### config.mk
export PLATFORM = sky130hd
export DESIGN_NAME = fast_readout_pipe
export DESIGN_NICKNAME = d
export VERILOG_FILES = /design/src/rtl/fast_readout_pipe.sv
export SDC_FILE = /design/constraint.sdc
export NUM_CORES = 1
export LEC_CHECK = 0
export ABC_AREA = 1
export CORE_MARGIN = 3
export CORE_UTILIZATION = 28
export CTS_CLUSTER_SIZE = 25
export DETAILED_ROUTE_END_ITERATION = 10
export DONT_BUFFER_PORTS = 1
export SETUP_SLACK_MARGIN = 0.4
export SLEW_MARGIN = 25
export SYNTH_ARGS = -nofsm -noshare
export SYNTH_HDL_FRONTEND = slang
export SYNTH_SLANG_ARGS = --single-unit
### constraint.sdc
create_clock -name clk -period 1.9 [get_ports clk]
set_input_delay 0.38 -clock clk [delete_from_list [all_inputs] [get_ports clk]]
set_output_delay 0.38 -clock clk [all_outputs]
set_load 0.05 [all_outputs]
### src/rtl/fast_readout_pipe.sv
// fast_readout_pipe
//   Adds two unsigned operands with an optional saturate mode. The result passes
//   through a single register stage (S1) and then into a small output FIFO that
//   the consumer drains with a valid/ready handshake. A sticky flag records
//   whether any accepted pair produced a carry.
//
// Ports
//   clk, rst      single clock; synchronous active-high reset
//   ena           design enable; low blocks input acceptance only
//   in_valid      operand pair present
//   in_ready      block can accept a pair this cycle
//   in_a, in_b    operands (WIDTH bits, unsigned)
//   sat_mode      0 = wrap, 1 = saturate (sampled with each accepted pair)
//   out_valid     FIFO head holds a result
//   out_ready     consumer takes the head this cycle
//   out_data      result at FIFO head (0 when out_valid = 0)
//   out_carry     carry flag of the head result (0 when out_valid = 0)
//   level         number of results held in the FIFO
//   ovf_sticky    a carried result has been accepted since the last clear
//   clr_sticky    clears ovf_sticky (a same-edge set wins)
module fast_readout_pipe #(
    parameter int WIDTH = 8,
    parameter int DEPTH = 4
) (
    input  logic                     clk,
    input  logic                     rst,
    input  logic                     ena,
    input  logic                     in_valid,
    output logic                     in_ready,
    input  logic [WIDTH-1:0]         in_a,
    input  logic [WIDTH-1:0]         in_b,
    input  logic                     sat_mode,
    output logic                     out_valid,
    input  logic                     out_ready,
    output logic [WIDTH-1:0]         out_data,
    output logic                     out_carry,
    output logic [$clog2(DEPTH):0]   level,
    output logic                     ovf_sticky,
    input  logic                     clr_sticky
);

    localparam int AW = $clog2(DEPTH);
    localparam int LW = AW + 1;

    // Returns {carry, data}. In saturate mode an overflow clamps the data to
    // all ones; without overflow the raw sum already carries a zero flag.
    function automatic logic [WIDTH:0] add_result(
        input logic [WIDTH-1:0] a,
        input logic [WIDTH-1:0] b,
        input logic             sat
    );
        logic [WIDTH:0] raw;
        raw = {1'b0, a} + {1'b0, b};
        if (sat && raw[WIDTH])
            return {1'b1, {WIDTH{1'b1}}};
        return raw;
    endfunction

    logic                 s1_valid;
    logic [WIDTH:0]       s1_result;
    logic [WIDTH:0]       mem [DEPTH];
    logic [AW-1:0]        wptr;
    logic [AW-1:0]        rptr;
    logic [LW:0]          occupancy;
    logic [WIDTH:0]       sum_result;
    logic                 accept;
    logic                 pop;

    // The slot held by S1 is already committed to the FIFO, so it counts
    // against free space; this keeps in_ready free of any out_ready path.
    assign occupancy  = {1'b0, level} + (LW+1)'(s1_valid);
    assign in_ready   = ena & ~rst & (occupancy < (LW+1)'(DEPTH));
    assign accept     = in_valid & in_ready;
    assign sum_result = add_result(in_a, in_b, sat_mode);

    assign out_valid  = (level != '0);
    assign pop        = out_valid & out_ready;
    assign {out_carry, out_data} = out_valid ? mem[rptr] : '0;

    // Control state: S1 valid, FIFO pointers, level, sticky flag
    always_ff @(posedge clk) begin
        if (rst) begin
            s1_valid   <= 1'b0;
            wptr       <= '0;
            rptr       <= '0;
            level      <= '0;
            ovf_sticky <= 1'b0;
        end else begin
            s1_valid <= accept;
            if (s1_valid)
                wptr <= wptr + AW'(1);
            if (pop)
                rptr <= rptr + AW'(1);
            case ({s1_valid, pop})
                2'b10:   level <= level + LW'(1);
                2'b01:   level <= level - LW'(1);
                default: level <= level;
            endcase
            if (accept && sum_result[WIDTH])
                ovf_sticky <= 1'b1;
            else if (clr_sticky)
                ovf_sticky <= 1'b0;
        end
    end

    // Stage S1: register the computed result on accept
    always_ff @(posedge clk) begin
        if (accept)
            s1_result <= sum_result;
    end

    // FIFO write: S1 drains into the FIFO the edge after it fills
    always_ff @(posedge clk) begin
        if (s1_valid)
            mem[wptr] <= s1_result;
    end

endmodule

==> reports/metrics.csv <==
metric,value,unit
status,"complete, no violations",
leakage,1.334,nW
peakVddDrop,708.3,uV
place_area,0.003099,sq mm
clock.fmax,544.8,MHz
via_count,1772,
grt.met3_usage,0.01977,
num_antenna_cells,0,
rr_endpoint,level[1]$_SDFFE_PP0P_,
drtAntennaViolNets,0,
syn_inst,261,
syn2layout_area_growth,30.25,%
syn_area_per_cell,10.43,sq um
p_per_area,1399,mW/mm^2
rows,35,
synth-seq-area-share,0.5775,
drive_gt1_frac,0.3806,
gp_congestion,0.7715,
die_x,104.6,um
worstHoldPathType,input pin to flip-flop,
track_usage,0.09551,
placed_cells,398,
ys_seq_elements,56,
crit_top_cell,nor2_1,
cts_made_buffers,5,
overflow,0,
clock_skew,0.006709,ns
start_util,0.2918,
endpoint,out_data[2],
grtUsageMet1,0.1221,
routed_wl,5.285,mm
hold_viol,0,
syn_nets,299,
multi_input_area,0.001225,sq mm
port_buffers,0,
grt_pass1_wl,8.431,mm
cp.arrival,1.46,ns
yosysTopAreaCellShare,0.4966,
synth_area_leaders,"edfxtp_1 50%, dfxtp_1 8.1%, ha_1 6.0%, nor2_1 5.9%, nand2_1 4.8%",
fin_cells,418,
synth.cell_area,0.002721,sq mm
via_per_inst,4.239,
relSlewSlack,0.6446,
drtIter0Drc,81,
cts_tree,done,
synth_area_leader_cell,edfxtp_1,
cts.sinks,56,
drtPass1Iterations,4,
synthDistinctLibCells,28,
fillers,921,
clock_path_buffers,2,
mostFrequentLayoutCells,"45 x edfxtp_1, 34 x nand2_1, 29 x nor2_1, 27 x inv_1, 14 x nor2_2",
fin_nets,326,
die_h,104.6,um
required,1.52,ns
antenna_found_initial,0,
preCtsSetupSlack,0.1483,ns
fin_total_pwr,0.004957,W
worst_slew_pin_slew,0.5324,ns
slowest_stage,dfxtp_4,
path_class,flip-flop to output port,
clk_pin_slew,0.09,ns
clock_latency,0.30,ns
die-area,0.01094,sq mm
yosysWarnings,0,
grt_pass1_vias,1802,
maxCapViolCount,0,
mostFrequentLayoutCell,edfxtp_1,
post-route-period-util,0.9661,
cts_max_level,2,
grt_max_degree,19,
seq_area,0.001587,sq mm
grt.met2_usage,0.1605,
r2r-start,level[2]$_SDFFE_PP0P_,
ff2ff_path_depth,7,
post-route-min-period,1.836,ns
clockRootBuffer,clkbuf_8,
cts_hold_buf,0,
rsz0062_at_grt,yes,
max_stage_delay,0.42,ns
gr-max-usage-layer,met2,
core,0.009328,sq mm
dp_hpwl,3.643,mm
synth_enable_flop_cells,45,
synthFlopType,edfxtp_1,
final_max_slew_viol_count,0,
routedWlPerCell,12.64,um
setup_ws,0.06432,ns
path_cells,buf_12 > nor2_1 > nor2_1 > o21ai_2 > a21oi_4,
crit_fanout,6,
drc_errors,0,
synth-async-reset-ratio,0,
startpoint_type,flip-flop,
setup_viol,0,
r2r_slack,0.20,ns
pin_count,38,
design_area,0.003545,sq mm
endpoint_kind,output port,
## how the worst min path moves through the flow
| stage | start | to | slack (ns) | cells past startpoint |
|---|---|---|---|---|
| after floorplan | s1_result[0]$_SDFFCE_PP1P_ | mem[0][0]$_DFFE_PP_ | 0.46 | 0 |
| after global placement | rst | level[0]$_SDFFE_PP0P_ | 0.44 | 1 |
| after detailed placement | rst | level[0]$_SDFFE_PP0P_ | 0.44 | 1 |
| after CTS | rst | level[0]$_SDFFE_PP0P_ | 0.11 | 1 |
| after global routing | rst | level[0]$_SDFFE_PP0P_ | 0.11 | 1 |
| final | rst | level[0]$_SDFFE_PP0P_ | 0.13 | 1 |
## report_power, final
part           internal (W)  switching [W]
Clock              0.000297       0.000347
Sequential          0.00144       0.000101
Combinational       0.00114        0.00163
## kinds of logic (layout without fill, tap and decap cells)
logic type / after synthesis / count (layout) / share of synthesized area
AO/OA/AOI/OAI: 38 / 38 / 0.07448
buffers and inverters: 40 / 68 / 0.06436
XOR/XNOR: 4 / 4 / 0.01288
adder cells (fa/ha/maj): 15 / 15 / 0.07448
flip-flops: 56 / 56 / 0.5775
AND/OR/NAND/NOR: 108 / 108 / 0.1963
## state kept, by name, summed over array words and instances (netlist names), named ones only
| signal | count |
|---|---|
| wptr | 2 |
| s1_result | 9 |
| mem | 36 |
| level | 3 |
| s1_valid | 1 |
| rptr | 2 |
| ovf_sticky | 1 |
## per-stage QoR
| stage | hold slack, ns | setup TNS [ns] | util |
|---|---|---|---|
| global route | 0.1069 | -0.03194 | 0.3800 |
| global placement | 0.4425 | 0 | 0.3323 |
| detailed placement | 0.4430 | 0 | 0.3323 |
| finish | 0.1297 | 0 | 0.3800 |
| CTS | 0.1138 | 0 | 0.3565 |
| floorplan | 0.4587 | 0 | - |
## layout make-up
class / count / share of cell area
Inverter: 34 / 0.03848
Clock inverter: 1 / 0.002118
Tap cell: 129 / 0.04553
Sequential cell: 56 / 0.4476
Multi-Input combinational cell: 165 / 0.3456
Clock buffer: 7 / 0.02436
Timing Repair Buffer: 26 / 0.09636
## routing by layer
metal | share of wire | up-vias
li1 | - | 915
met5 | 0 | -
met3 | 0.037 | 4
met2 | 0.51 | 36
met1 | 0.44 | 817
met4 | 0.013 | 0
## what timing repair did
action                     in CTS  in global routing
setup endpoints to repair      13                 23
pin swaps                       6                 22
cloned                          0                  2
setup buffers                   5                  5
gates resized for setup        32                 34
hold endpoints to repair        0                  0
## synth_stat cells (3+ instances only)
cell,instances
a21oi_1,14
dfxtp_1,11
edfxtp_1,45
ha_1,13
inv_1,29
inv_2,5
nand2_1,35
nand2_2,6
nand3_1,6
nand3_2,6
nor2_1,43
nor2_2,3
o21ai_0,8
o21ai_1,12
xor2_1,3
## worst max-delay path, delay by kind of cell (launching register included)
kind            cells  cell delay [ns]
simple gates        2             0.15
buf+inv             1             0.14
flops               1             0.42
compound gates      2             0.44
No activity file was read; power rests on OpenSTA's default activity.
